--- config.mk ---
export PLATFORM = sky130hd
export DESIGN_NAME = usr_sw_debounce
export DESIGN_NICKNAME = d
export VERILOG_FILES = /design/src/rtl/usr_sw_debounce.sv
export SDC_FILE = /design/constraint.sdc
export NUM_CORES = 1
export LEC_CHECK = 0
export ABC_AREA = 1
export CAP_MARGIN = 20
export CORE_MARGIN = 2
export CORE_UTILIZATION = 50
export CTS_CLUSTER_DIAMETER = 200
export CTS_CLUSTER_SIZE = 25
export DETAILED_ROUTE_END_ITERATION = 7
export GPL_TIMING_DRIVEN = 0
export PLACE_DENSITY_LB_ADDON = 0.05
export SETUP_SLACK_MARGIN = 0.2
export SYNTH_ARGS = -nofsm -noshare
export SYNTH_HDL_FRONTEND = slang
export SYNTH_SLANG_ARGS = --single-unit
--- constraint.sdc ---
create_clock -name CLK -period 15.5 [get_ports CLK]
set_input_delay 3.1 -clock CLK [delete_from_list [all_inputs] [get_ports CLK]]
set_output_delay 3.1 -clock CLK [all_outputs]
set_load 0.02 [all_outputs]
--- src/rtl/usr_sw_debounce.sv ---
// ---------------------------------------------------------------------------
// usr_sw_debounce: DIP-switch synchronizer/debouncer with sticky change flags,
// irq and a merging valid/ready change event. Option: USR_SW_GLITCH_CNT_EN.
// Rev 1.0
// ---------------------------------------------------------------------------
`default_nettype none

module usr_sw_debounce #(
  parameter int WIDTH          = 8,
  parameter int TICK_DIV       = 200,
  parameter int DEBOUNCE_TICKS = 5000
) (
  input  logic             CLK,
  input  logic             RST,
  input  logic [WIDTH-1:0] usr_sw_i,
  output logic [WIDTH-1:0] sw_state,
  output logic [WIDTH-1:0] sw_changed,
  input  logic [WIDTH-1:0] chg_clr,
  output logic             irq,
  output logic             ev_valid,
  input  logic             ev_ready,
  output logic [WIDTH-1:0] ev_state,
  output logic [WIDTH-1:0] ev_mask,
  output logic [31:0]      debug
);

  localparam int PRE_W = (TICK_DIV > 1) ? $clog2(TICK_DIV) : 1;
  localparam int CNT_W = (DEBOUNCE_TICKS > 1) ? $clog2(DEBOUNCE_TICKS) : 1;
  localparam logic [PRE_W-1:0] PRE_MAX = PRE_W'(TICK_DIV - 1);
  localparam logic [CNT_W-1:0] CNT_MAX = CNT_W'(DEBOUNCE_TICKS - 1);

  typedef enum logic [0:0] {
    ST_INIT = 1'b0,
    ST_RUN  = 1'b1
  } state_t;

  state_t                       state_q, state_d;
  logic [1:0]                   init_cnt_q, init_cnt_d;
  logic [WIDTH-1:0]             sync1_q, sync1_d, sync2_q, sync2_d;
  logic [PRE_W-1:0]             presc_q, presc_d;
  logic [WIDTH-1:0][CNT_W-1:0]  cnt_q, cnt_d;
  logic [WIDTH-1:0]             sw_state_q, sw_state_d;
  logic [WIDTH-1:0]             sw_changed_q, sw_changed_d;
  logic                         irq_q, irq_d;
  logic                         ev_valid_q, ev_valid_d;
  logic [WIDTH-1:0]             ev_state_q, ev_state_d;
  logic [WIDTH-1:0]             ev_mask_q, ev_mask_d;
  logic [15:0]                  ev_count_q, ev_count_d;
  logic [7:0]                   merge_cnt_q, merge_cnt_d;
  logic                         tick;
  logic [WIDTH-1:0]             settle;
  logic [WIDTH-1:0]             aborted;
`ifdef USR_SW_GLITCH_CNT_EN
  logic [15:0]                  glitch_q, glitch_d;
`endif

  always_comb begin
    state_d      = state_q;
    init_cnt_d   = init_cnt_q;
    sync1_d      = usr_sw_i;
    sync2_d      = sync1_q;
    cnt_d        = cnt_q;
    sw_state_d   = sw_state_q;
    ev_valid_d   = ev_valid_q;
    ev_state_d   = ev_state_q;
    ev_mask_d    = ev_mask_q;
    merge_cnt_d  = merge_cnt_q;
    settle       = '0;
    aborted      = '0;

    tick    = (presc_q == PRE_MAX);
    presc_d = tick ? '0 : presc_q + 1'b1;

    if (state_q == ST_INIT) begin
      cnt_d = '0;
      if (init_cnt_q == 2'd2) begin
        // Initial levels are adopted silently: no sticky bit, no event.
        sw_state_d = sync2_q;
        state_d    = ST_RUN;
      end else begin
        init_cnt_d = init_cnt_q + 2'd1;
      end
    end else begin
      for (int i = 0; i < WIDTH; i++) begin
        if (sync2_q[i] == sw_state_q[i]) begin
          cnt_d[i]   = '0;
          aborted[i] = (cnt_q[i] != '0);
        end else if (tick) begin
          if (cnt_q[i] == CNT_MAX) begin
            sw_state_d[i] = sync2_q[i];
            cnt_d[i]      = '0;
            settle[i]     = 1'b1;
          end else begin
            cnt_d[i] = cnt_q[i] + 1'b1;
          end
        end
      end
    end

    sw_changed_d = (sw_changed_q & ~chg_clr) | settle;
    irq_d        = |sw_changed_q;
    ev_count_d   = ev_count_q + {15'd0, (ev_valid_q && ev_ready)};

    if (settle != '0) begin
      ev_valid_d = 1'b1;
      ev_state_d = sw_state_d;
      if (!ev_valid_q || ev_ready) begin
        ev_mask_d = settle;
      end else begin
        // Consumer stalled: fold the new change into the pending event.
        ev_mask_d = ev_mask_q | settle;
        if (merge_cnt_q != 8'hFF) merge_cnt_d = merge_cnt_q + 8'd1;
      end
    end else if (ev_valid_q && ev_ready) begin
      ev_valid_d = 1'b0;
      ev_mask_d  = '0;
    end

`ifdef USR_SW_GLITCH_CNT_EN
    glitch_d = glitch_q;
    if ((aborted != '0) && (glitch_q != 16'hFFFF)) glitch_d = glitch_q + 16'd1;
`endif
  end

  always_ff @(posedge CLK or posedge RST) begin
    if (RST) begin
      state_q      <= ST_INIT;
      init_cnt_q   <= '0;
      sync1_q      <= '0;
      sync2_q      <= '0;
      presc_q      <= '0;
      cnt_q        <= '0;
      sw_state_q   <= '0;
      sw_changed_q <= '0;
      irq_q        <= 1'b0;
      ev_valid_q   <= 1'b0;
      ev_state_q   <= '0;
      ev_mask_q    <= '0;
      ev_count_q   <= '0;
      merge_cnt_q  <= '0;
`ifdef USR_SW_GLITCH_CNT_EN
      glitch_q     <= '0;
`endif
    end else begin
      state_q      <= state_d;
      init_cnt_q   <= init_cnt_d;
      sync1_q      <= sync1_d;
      sync2_q      <= sync2_d;
      presc_q      <= presc_d;
      cnt_q        <= cnt_d;
      sw_state_q   <= sw_state_d;
      sw_changed_q <= sw_changed_d;
      irq_q        <= irq_d;
      ev_valid_q   <= ev_valid_d;
      ev_state_q   <= ev_state_d;
      ev_mask_q    <= ev_mask_d;
      ev_count_q   <= ev_count_d;
      merge_cnt_q  <= merge_cnt_d;
`ifdef USR_SW_GLITCH_CNT_EN
      glitch_q     <= glitch_d;
`endif
    end
  end

  assign sw_state   = sw_state_q;
  assign sw_changed = sw_changed_q;
  assign irq        = irq_q;
  assign ev_valid   = ev_valid_q;
  assign ev_state   = ev_state_q;
  assign ev_mask    = ev_mask_q;

`ifdef USR_SW_GLITCH_CNT_EN
  assign debug = {glitch_q, merge_cnt_q, ev_count_q[7:0]};
`else
  assign debug = {16'h0000, merge_cnt_q, ev_count_q[7:0]};
`endif

  // Upper event-count bits and abort flags are not exported in every build.
  logic unused_ok;
  assign unused_ok = ^{ev_count_q[15:8], aborted};

endmodule

`default_nettype wire
; After elaboration in Yosys (flattened, before gate mapping)
; Cells that the tools add are included.
[word_totals]
word_cells = 159
out_inout_bits = 66
regBits = 189
[op_classes]
bitwise_logic = 7
n_mux = 84
addsub = 12
n_eq_ne = 27
n_reduce_logical = 8
[op_table]
columns = op, count
row1 = $mux W13, 24
row2 = $add A13 B1 Y13 const B, 8
row3 = $eq A13 B13 Y1 const B, 8
row4 = $mux W104, 1
row5 = $mux W8, 7
row6 = $mux W1, 52
row7 = $ne A3 B1 Y1 const B, 8
row8 = $add A16 B1 Y16, 1
row9 = $add A8 B1 Y8 const B, 2
row10 = $or A8 B8 Y8, 2
row11 = $and A8 B8 Y8, 1
row12 = $eq A1 B1 Y1, 8
row13 = $eq A8 B8 Y1 const B, 1
row14 = $ne A8 B8 Y1 const B, 1
row15 = $not A8 Y8, 1
row16 = $reduce_bool A8 Y1, 1
row17 = $reduce_or A8 Y1, 1
row18 = $not A1 Y1, 3
row19 = $reduce_and A3 Y1, 1
row20 = $add A2 B1 Y2 const B, 1
row21 = $eq A2 B2 Y1 const B, 1
row22 = $reduce_and A2 Y1, 1
row23 = $reduce_bool A2 Y1, 1
row24 = $logic_and A1 B1 Y1, 1
row25 = 2 further kinds, 2

; Logic depth before layout (Yosys ltp)
; Gate-level depths: netlist (run 1).
[logic_depth]
depth_word = 8
ltp_mapped = 14
mapped_depth_nobuf = 13

; Least setup slack after synthesis (run 1)
; Ideal clock, no wire load.
[synth_timing]
kind = input to register
start = input port ev_ready
end = register ev_count_q[6]
stages = 7
slack_ns = 11.444
arrival_ns = 3.976
path_cell_list = nand2_1 inv_1 ha_1 ha_1 nand3_1 nor3_1 xor2_1
[synth_between]
elab_chain_cells = 2
[synth_lines]
columns = element, line_no
row1 = from (decl), 21  ; input logic ev_ready,
row2 = $logic_and A1 B1 Y1, 102  ; ev_count_d = ev_count_q + {15'd0, (ev_valid_q && ev_ready)};
row3 = $add A16 B1 Y16, 102
row4 = named net ev_count_d[6], 48  ; logic [15:0] ev_count_q, ev_count_d;
row5 = to (signal assigned), 157  ; ev_count_q <= ev_count_d;
row6 = to (decl), 48
; The timed path passes the listed nets, and every way through them passes these cells.
; A chain may end at the register's enable or synchronous reset.

; Worst setup path in the final report (run 1)
[layout_timing]
start = register sw_changed_q[6] (netlist: sw_changed[6])
end = output port sw_changed[6]
[layout_lines]
columns = element, line_no
row1 = from (decl), 43  ; logic [WIDTH-1:0] sw_changed_q, sw_changed_d;
row2 = from (signal assigned), 152  ; sw_changed_q <= sw_changed_d;
row3 = to (decl), 17  ; output logic [WIDTH-1:0] sw_changed,
; No word-level cell between the ends.

==> results.sh, run 1 <==
export IMPL_cts_tree="done"
export IMPL_max_cap_viol_count=0
export IMPL_initial_core_util_pct=50.6
export IMPL_clkPwrFrac_pct=44.2
export IMPL_insertion_delay_ns=0.43
export IMPL_antennaDiodeCount=0
export IMPL_yosys_warnings=0
export IMPL_tns_ns=0
export IMPL_syn_cell_area_um2=9780
export IMPL_max_clock_freq_mhz=214
export IMPL_cts_clk_slew_worst_paths_ns=0.07
export IMPL_drive_above_1_share_pct=7.87
export IMPL_synth_seq_cells=181
export IMPL_synth_seq_area_share_pct=46.3
export IMPL_cpPeakStageDelay_ns=0.65
export IMPL_pwr_share_seq_pct=48.0
export IMPL_layout_min_cycle_time_ns=4.67
export IMPL_die_w_um=144
export IMPL_crit_path_end_kind="primary output"
export IMPL_worst_pin_slew_ns=0.786
export IMPL_place_hpwl_mm=16.9
export IMPL_finClkSkew_ns=0.0121
export IMPL_pwr_share_comb_pct=7.9
export IMPL_setup_violations=0
export IMPL_critPathArrivalTime_ns=1.57
export IMPL_synth_top_area_share_pct=46.3
export IMPL_path_class="flop to primary output"
export IMPL_path_cells="clkdlybuf4s50_1"
export IMPL_slowest_stage="clkdlybuf4s50_1"
export IMPL_ys_flop_type="dfrtp_1"
export IMPL_path_delay_family="buffers and inverters"
export IMPL_synth_largest_area_cell="dfrtp_1"
export IMPL_hold_viol=0
export IMPL_report_power_total_mw=1.03
export IMPL_ant_nets=0
export IMPL_grt_max_degree=98
export IMPL_final_nets=1404
export IMPL_synth_edf_count=0
export IMPL_io_buffers=68
export IMPL_synthCells=1269
export IMPL_crit_buf_inv=1
export IMPL_fin_crit_sh_pct=30.1
export IMPL_rows=51
export IMPL_p_switching_mw=0.269
export IMPL_n_fill_cell=1780
export IMPL_fp_coreArea_um2=19300
export IMPL_synth_common_cells="nand2_1 (285), nor2_1 (183), dfrtp_1 (181), inv_1 (180), nand3_1 (69)"
export IMPL_synth_area_leaders="dfrtp_1 (46%), nand2_1 (11%), nor2_1 (7.0%)"
export IMPL_post_route_drc_count=0
export IMPL_switching_share_pct=26.1
export IMPL_routedWlPerCell_um=13.9
export IMPL_root_buffer="clkbuf_16"
export IMPL_antenna_found_initial=0
export IMPL_ios=85
export IMPL_drv_slew=0
export IMPL_cellPowerDensity_nw_per_um2=89.6
export IMPL_required_ns=12.40
export IMPL_relSlewSlack_pct=47.6
export IMPL_grt_pass1_vias=7898
export IMPL_track_usage_pct=23.4
export IMPL_htree_levels=4
export IMPL_cts_setup_buffers=0
export IMPL_final_cell_count_no_fill=1650
export IMPL_outcome="completed"
export IMPL_hold_buffers=0
export IMPL_routed_wl_mm=23.0
export IMPL_syn_avg_cell_area_um2=7.71
export IMPL_rsz0062_at_grt="no"
export IMPL_clockBufferDepth=2
export IMPL_cts_resized=0
export IMPL_irDropWorstVdd_v=0.0000721
export IMPL_dieHeight_um=144
export IMPL_first_pass_iters=5
export IMPL_ys_async_sr_fraction_pct=100
export IMPL_crit_fanout=3
export IMPL_netlist_cell_type_count=47
export IMPL_cp_start_kind="flop"
export IMPL_yosysMostFrequentCell="nand2_1"
export IMPL_via_count=8415
export IMPL_p_leak_nw=5.51
export IMPL_p_int_mw=0.762
export IMPL_place_congestion=0.922
export IMPL_dp_cells=1618
export IMPL_vias_per_cell=5.10
export IMPL_first_iter_violations=589
export IMPL_cts_sinks=181
export IMPL_grt_pass1_wl_mm=38.3
export IMPL_overflow=0
export IMPL_syn_to_final_growth_pct=17.6
export IMPL_dieArea_um2=20700
export IMPL_hold_class="flop to flop"
export IMPL_numCtsBuffers=17
[flip-flops by register name, indices dropped and copies added, names as in the netlist, 8 cells and up]
register	count
cnt_q	104
ev_count_q	8
ev_mask	8
ev_state	8
merge_cnt_q	8
presc_q	8
sw_changed	8
sw_state	8
sync1_q	8
sync2_q	8
[power groups by stage]
stage | clock network [mW] | registers (mW) | logic, mW
3_3_place_gp | 0 | 0.503 | 0.0786
3_5_place_dp | 0 | 0.503 | 0.0814
5_1_grt | 0.486 | 0.496 | 0.0918
4_1_cts | 0.468 | 0.494 | 0.0819
2_1_floorplan | 0 | 0.503 | 0.0544
6_report | 0.455 | 0.494 | 0.0811
[worst paths after layout]
kind | start | end | slack [ns] | cells past startpoint
worst min-delay path | sync1_q[1] | sync2_q[1] | 0.35 | 0
worst max-delay path | sw_changed[6] | sw_changed[6] | 10.83 | 1
min in group asynchronous | RST | cnt_q[21] | 3.15 | 2
max in group asynchronous | RST | cnt_q[69] | 11.47 | 3
worst min register to register | sync1_q[1] | sync2_q[1] | 0.35 | 0
worst max register to register | presc_q[0] | ev_mask[5] | 13.10 | 13
[routing by layer]
layer	part of all wire (%)	wire (um)	track usage, %
met3	3.9	902	4.37
met4	2.4	541	7.33
met2	46	10500	37.3
met1	48	11100	32.4
met5	0	0	0
[area by class of cell]
type | count | area, um2 | share of cell area (%)
buffer | 34 | 293 | 2.54
clock buffer | 18 | 439 | 3.82
sequential | 181 | 4530 | 39.4
tap | 265 | 332 | 2.88
inverter | 186 | 706 | 6.13
clock inverter | 14 | 181 | 1.58
timing repair buffer | 69 | 708 | 6.15
multi-input combinational | 883 | 4320 | 37.5
[cell families (layout without fill, tap and decap cells)]
logic type                 count (synthesis)  after routing  synth area share, %
DFF                                      181            181                 46.3
and+or+nand+nor                          669            669                 30.4
adders and majority gates                 13             13                 1.66
other                                      1             16               0.0383
AOI/OAI and AO/OA                        158            158                 9.04
buffers and inverters                    220            321                 10.1
xor gates and xnor gates                  27             27                 2.42
[placed cells by master, fill, tap and decap left out, types with 2 or more instances in the layout]
| master | instances |
|---|---|
| nor2_4 | 5 |
| nor2_1 | 183 |
| a31oi_1 | 8 |
| bufinv_16 | 2 |
| nand4_1 | 40 |
| buf_2 | 4 |
| and3_1 | 3 |
| a22o_1 | 3 |
| nand3_1 | 69 |
| buf_12 | 2 |
| dfrtp_1 | 181 |
| ha_1 | 13 |
| nand2_2 | 9 |
| clkdlybuf4s50_1 | 68 |
| xor2_1 | 22 |
| conb_1 | 16 |
| a211oi_1 | 10 |
| buf_4 | 21 |
| o21ai_0 | 61 |
| nor2_2 | 5 |
| inv_1 | 179 |
| inv_6 | 5 |
| nand2_1 | 285 |
| nor3b_1 | 3 |
| o22ai_1 | 4 |
| nor3_1 | 47 |
| o21ai_1 | 5 |
| xnor2_1 | 5 |
| clkbuf_16 | 17 |
| nand2_4 | 5 |
| nor4_1 | 6 |
| inv_8 | 5 |
| inv_2 | 6 |
| nand3_2 | 3 |
| a21oi_1 | 59 |
| buf_6 | 5 |
[through the flow]
stage / instance area (um2) / util (%) / worst slack (ns) / hold WS, ns
after global routing: 11500 / 59.5 / 10.76 / 0.357
after floorplan: 9840 / - / 7.48 / 0.331
after CTS: 11500 / 59.5 / 10.82 / 0.351
after global placement: 10900 / 56.1 / 4.96 / 0.333
final: 11500 / 59.5 / 10.83 / 0.350
after detailed placement: 10900 / 56.3 / 10.82 / 0.335
Power figures use the tool's default switching activity.
==> run 2, diff against run 1 <==
==> constraint.sdc (replaced) <==
create_clock -name CLK -period 4.1 [get_ports CLK]
set_input_delay 0.82 -clock CLK [delete_from_list [all_inputs] [get_ports CLK]]
set_output_delay 0.82 -clock CLK [all_outputs]
set_load 0.02 [all_outputs]
==> results.sh, run 2 (synthesis gave the netlist of run 1 again) <==
export IMPL_path_delay_family="simple AND/OR/NAND/NOR gates"
export IMPL_crit_fanout=10
export IMPL_tns_ns=0
export IMPL_p_leak_nw=5.52
export IMPL_drive_above_1_share_pct=8.13
export IMPL_insertion_delay_ns=0.43
export IMPL_ant_nets=0
export IMPL_via_count=8447
export IMPL_place_hpwl_mm=17.5
export IMPL_initial_core_util_pct=50.6
export IMPL_max_clock_freq_mhz=419
export IMPL_cts_resized=0
export IMPL_cts_setup_buffers=0
export IMPL_slowest_stage="nor2_2"
export IMPL_first_iter_violations=499
export IMPL_top_register="cnt_q"
export IMPL_rows=51
export IMPL_dpl_instance_area_um2=11000
export IMPL_post_route_drc_count=0
export IMPL_crit_buf_inv=2
export IMPL_max_cap_viol_count=0
export IMPL_largest_reg_flops=104
export IMPL_hold_path_depth=0
export IMPL_relSlewSlack_pct=52.0
export IMPL_setup_violations=0
export IMPL_grt_pass1_vias=8122
export IMPL_final_cell_count_no_fill=1655
export IMPL_setup_ws_ns=1.71
export IMPL_fp_coreArea_um2=19300
export IMPL_dp_cells=1623
export IMPL_track_usage_pct=24.0
export IMPL_io_buffers=68
export IMPL_routed_wl_mm=23.4
export IMPL_cp_start_kind="flop"
export IMPL_antenna_found_initial=0
export IMPL_layout_min_cycle_time_ns=2.39
export IMPL_required_ns=4.47
export IMPL_critPathArrivalTime_ns=2.76
export IMPL_outcome="completed"
export IMPL_dieHeight_um=144
export IMPL_drv_slew=0
export IMPL_crit_cells=13
export IMPL_cpPeakStageDelay_ns=0.41
export IMPL_irDropWorstVdd_v=0.000254
export IMPL_root_buffer="clkbuf_16"
export IMPL_cellPowerDensity_nw_per_um2=328
export IMPL_final_nets=1409
export IMPL_critPathMostFrequentCell="nand2_1"
export IMPL_clockBufferDepth=2
export IMPL_htree_levels=4
export IMPL_overflow=0
export IMPL_syn_to_final_growth_pct=18.0
export IMPL_ios=85
export IMPL_first_pass_iters=5
export IMPL_grt_max_degree=36
export IMPL_r2r_cells=13
export IMPL_numCtsBuffers=17
export IMPL_place_ws_ns=1.72
export IMPL_mostFrequentLayoutCells="nand2_1 (285), nor2_1 (183), dfrtp_1 (181), inv_1 (179), nand3_1 (69)"
export IMPL_path_cells="ha_1 > nand2_2 > inv_2 > nand2_2 > nor2_8 > buf_8 > nand3_1 > nand2_1 > nor2_1 > nand2_1 > nor2_2 > nand2_1 > nand2_1"
export IMPL_cts_sinks=181
export IMPL_grt_pass1_wl_mm=39.2
export IMPL_n_fill_cell=1782
export IMPL_cts_clk_slew_worst_paths_ns=0.07
export IMPL_die_w_um=144
export IMPL_path_class="flop to flop"
export IMPL_fin_crit_sh_pct=58.2
export IMPL_holdWs_ns=0.350
export IMPL_antennaDiodeCount=0
export IMPL_finClkSkew_ns=0.00991
export IMPL_hold_viol=0
export IMPL_hold_buffers=0
export IMPL_routedWlPerCell_um=14.1
export IMPL_final_common_cell="nand2_1"
export IMPL_crit_path_end_kind="flop"
export IMPL_vias_per_cell=5.10
export IMPL_place_congestion=0.857
export IMPL_hold_class="flop to flop"
export IMPL_rsz0062_at_grt="no"
export IMPL_cts_tree="done"
export IMPL_dieArea_um2=20700
export IMPL_design_area_um2=11500
export IMPL_worst_pin_slew_ns=0.721
run 2: layout make-up:
cell class | instances | area, um2 | area share [%]
clock inverter | 13 | 123 | 1.06
multi-input combinational | 883 | 4320 | 37.4
timing repair buffer | 74 | 801 | 6.94
buffer | 34 | 293 | 2.54
sequential | 181 | 4530 | 39.2
clock buffer | 19 | 443 | 3.84
tap | 265 | 332 | 2.87
inverter | 186 | 702 | 6.08
run 2: metal layers:
layer,GRT usage (%),share of wire [%],vias to the layer above
li1,-,-,4276
met1,32.9,47,3958
met2,39.4,47,188
met3,4.33,4.3,25
met4,6.76,1.9,0
met5,0,0,-
run 2: metrics by stage:
step                utilization, %  power (mW)
floorplan                        -        2.11
global placement              56.1        2.20
detailed placement            56.8        2.22
CTS                           59.7        3.82
global route                  59.7        3.95
finish                        59.7        3.78
run 2: worst paths after layout:
| kind | to | startpoint | slack [ns] |
|---|---|---|---|
| max | ev_mask[6] | presc_q[0] | 1.71 |
| min | sync2_q[7] | sync1_q[7] | 0.35 |
| max reg2reg | ev_mask[6] | presc_q[0] | 1.71 |
| min reg2reg | sync2_q[7] | sync1_q[7] | 0.35 |
| max in group asynchronous | cnt_q[2] | RST | 2.25 |
| min in group asynchronous | cnt_q[84] | RST | 0.73 |
run 2: report_power, final:
group / total, mW / switching (mW) / internal, mW
clock: 1.60 / 0.735 / 0.863
combinational: 0.314 / 0.201 / 0.113
sequential: 1.87 / 0.0398 / 1.83
total: 3.78 / 0.976 / 2.81
==> run 3, diff against run 2 <==
==> constraint.sdc (replaced) <==
create_clock -name CLK -period 2.5 [get_ports CLK]
set_input_delay 0.5 -clock CLK [delete_from_list [all_inputs] [get_ports CLK]]
set_output_delay 0.5 -clock CLK [all_outputs]
set_load 0.02 [all_outputs]
==> results.sh, run 3 (synthesis gave the netlist of run 1 again) <==
export IMPL_io_buffers=68
export IMPL_initial_core_util_pct=50.6
export IMPL_mostFrequentLayoutCells="nand2_1 (284), dfrtp_1 (181), nor2_1 (180), inv_1 (179), nand3_1 (69)"
export IMPL_fin_crit_sh_pct=86.1
export IMPL_grt_pass1_vias=8122
export IMPL_cts_sinks=181
export IMPL_vias_per_cell=5.10
export IMPL_hold_class="flop to flop"
export IMPL_drive_above_1_share_pct=8.55
export IMPL_overflow=0
export IMPL_finClkSkew_ns=0.0101
export IMPL_root_buffer="clkbuf_16"
export IMPL_ff_latch_area_um2=4530
export IMPL_irDropWorstVdd_v=0.000416
export IMPL_layout_min_cycle_time_ns=2.15
export IMPL_track_usage_pct=24.0
export IMPL_n_fill_cell=1779
export IMPL_dpl_instance_area_um2=11000
export IMPL_path_delay_family="buffers and inverters"
export IMPL_cts_tree="done"
export IMPL_rsz0062_at_grt="no"
export IMPL_max_cap_viol_count=0
export IMPL_cp_start_kind="flop"
export IMPL_top_register="cnt_q"
export IMPL_hold_buffers=0
export IMPL_met3_usage_pct=4.33
export IMPL_cts_clk_slew_worst_paths_ns=0.07
export IMPL_crit_buf_inv=4
export IMPL_numCtsBuffers=17
export IMPL_worst_pin_slew_ns=0.691
export IMPL_rows=51
export IMPL_clockBufferDepth=2
export IMPL_slowest_stage="clkbuf_1"
export IMPL_crit_path_end_kind="flop"
export IMPL_design_area_um2=11600
export IMPL_final_nets=1411
export IMPL_crit_cells=10
export IMPL_outcome="completed"
export IMPL_first_iter_violations=485
export IMPL_syn_to_final_growth_pct=18.3
export IMPL_post_route_drc_count=0
export IMPL_ant_nets=0
export IMPL_grt_max_degree=36
export IMPL_antennaDiodeCount=0
export IMPL_path_cells="ha_1 > nand2_2 > inv_2 > nand2_2 > nor2_8 > inv_2 > buf_12 > clkbuf_1 > o21ai_0 > a21oi_1"
export IMPL_final_common_cell="nand2_1"
export IMPL_antenna_found_initial=0
export IMPL_cpPeakStageDelay_ns=0.55
export IMPL_largest_reg_flops=104
export IMPL_hold_viol=0
export IMPL_via_count=8445
export IMPL_hold_path_depth=0
export IMPL_setup_violations=0
export IMPL_use_met2_pct=39.4
export IMPL_crit_fanout=10
export IMPL_grt_busiest_layer="met2"
export IMPL_cellPowerDensity_nw_per_um2=536
export IMPL_required_ns=2.86
export IMPL_tns_ns=0
export IMPL_drv_slew=0
export IMPL_grt_met1_usage_pct=32.9
export IMPL_routed_wl_mm=23.4
export IMPL_place_hpwl_mm=17.5
export IMPL_max_clock_freq_mhz=464
export IMPL_htree_levels=4
export IMPL_fp_coreArea_um2=19300
export IMPL_die_w_um=144
export IMPL_first_pass_iters=5
export IMPL_relSlewSlack_pct=54.0
export IMPL_place_congestion=0.857
export IMPL_multi_input_area_um2=4340
export IMPL_critPathArrivalTime_ns=2.51
export IMPL_routedWlPerCell_um=14.1
export IMPL_dieHeight_um=144
export IMPL_p_leak_nw=5.53
export IMPL_insertion_delay_ns=0.43
export IMPL_dieArea_um2=20700
export IMPL_grt_pass1_wl_mm=39.2
export IMPL_ios=85
export IMPL_path_class="flop to flop"
export IMPL_r2r_cells=10
[run 3: cell types whose count changed in the layout (fill, tap and decap cells not counted), sizes merged]
cell / delta
buf: +2
[run 3: area by class of cell]
type	instances	share of cell area [%]
multi-input cells	883	37.5
clock inverters	13	1.06
plain buffers	34	2.53
flip-flops and latches	181	39.1
repair buffers	76	7.05
inverters	186	6.06
clock buffers	19	3.83
well taps	265	2.86
[run 3: path summary, 6_finish.rpt]
kind	startpoint	to	slack, ns
min reg2reg	sync1_q[6]	sync2_q[6]	0.35
max reg2reg	presc_q[0]	presc_q[6]	0.35
min in group asynchronous	RST	cnt_q[84]	0.41
min	sync1_q[6]	sync2_q[6]	0.35
max in group asynchronous	RST	cnt_q[2]	0.97
max	presc_q[0]	presc_q[6]	0.35
[run 3: report_power, final]
group          internal, mW  total [mW]  switching [mW]
Combinational         0.185       0.515           0.330
Clock                  1.42        2.62            1.21
Sequential             3.00        3.07          0.0658
[run 3: layer usage]
metal	vias up	wire length [um]
met2	188	11100
met3	24	1090
met4	0	367
met1	3954	10800
met5	-	0
li1	4279	-
[run 3: per-stage QoR]
stage	cells	util (%)	setup slack [ns]	hold WS [ns]	total power, mW
floorplan	1284	-	-0.323	0.331	3.46
global placement	1617	56.1	-1.85	0.333	3.61
detailed placement	1623	56.8	0.129	0.336	3.64
CTS	1655	59.7	0.212	0.351	6.27
global route	1657	59.9	0.204	0.353	6.47
finish	1657	59.9	0.347	0.350	6.20
[run 3: timing repair]
action,in CTS,in global routing
gates resized for setup,1,5
pin swaps,0,2
setup endpoints to repair,8,21
setup buffers,0,2
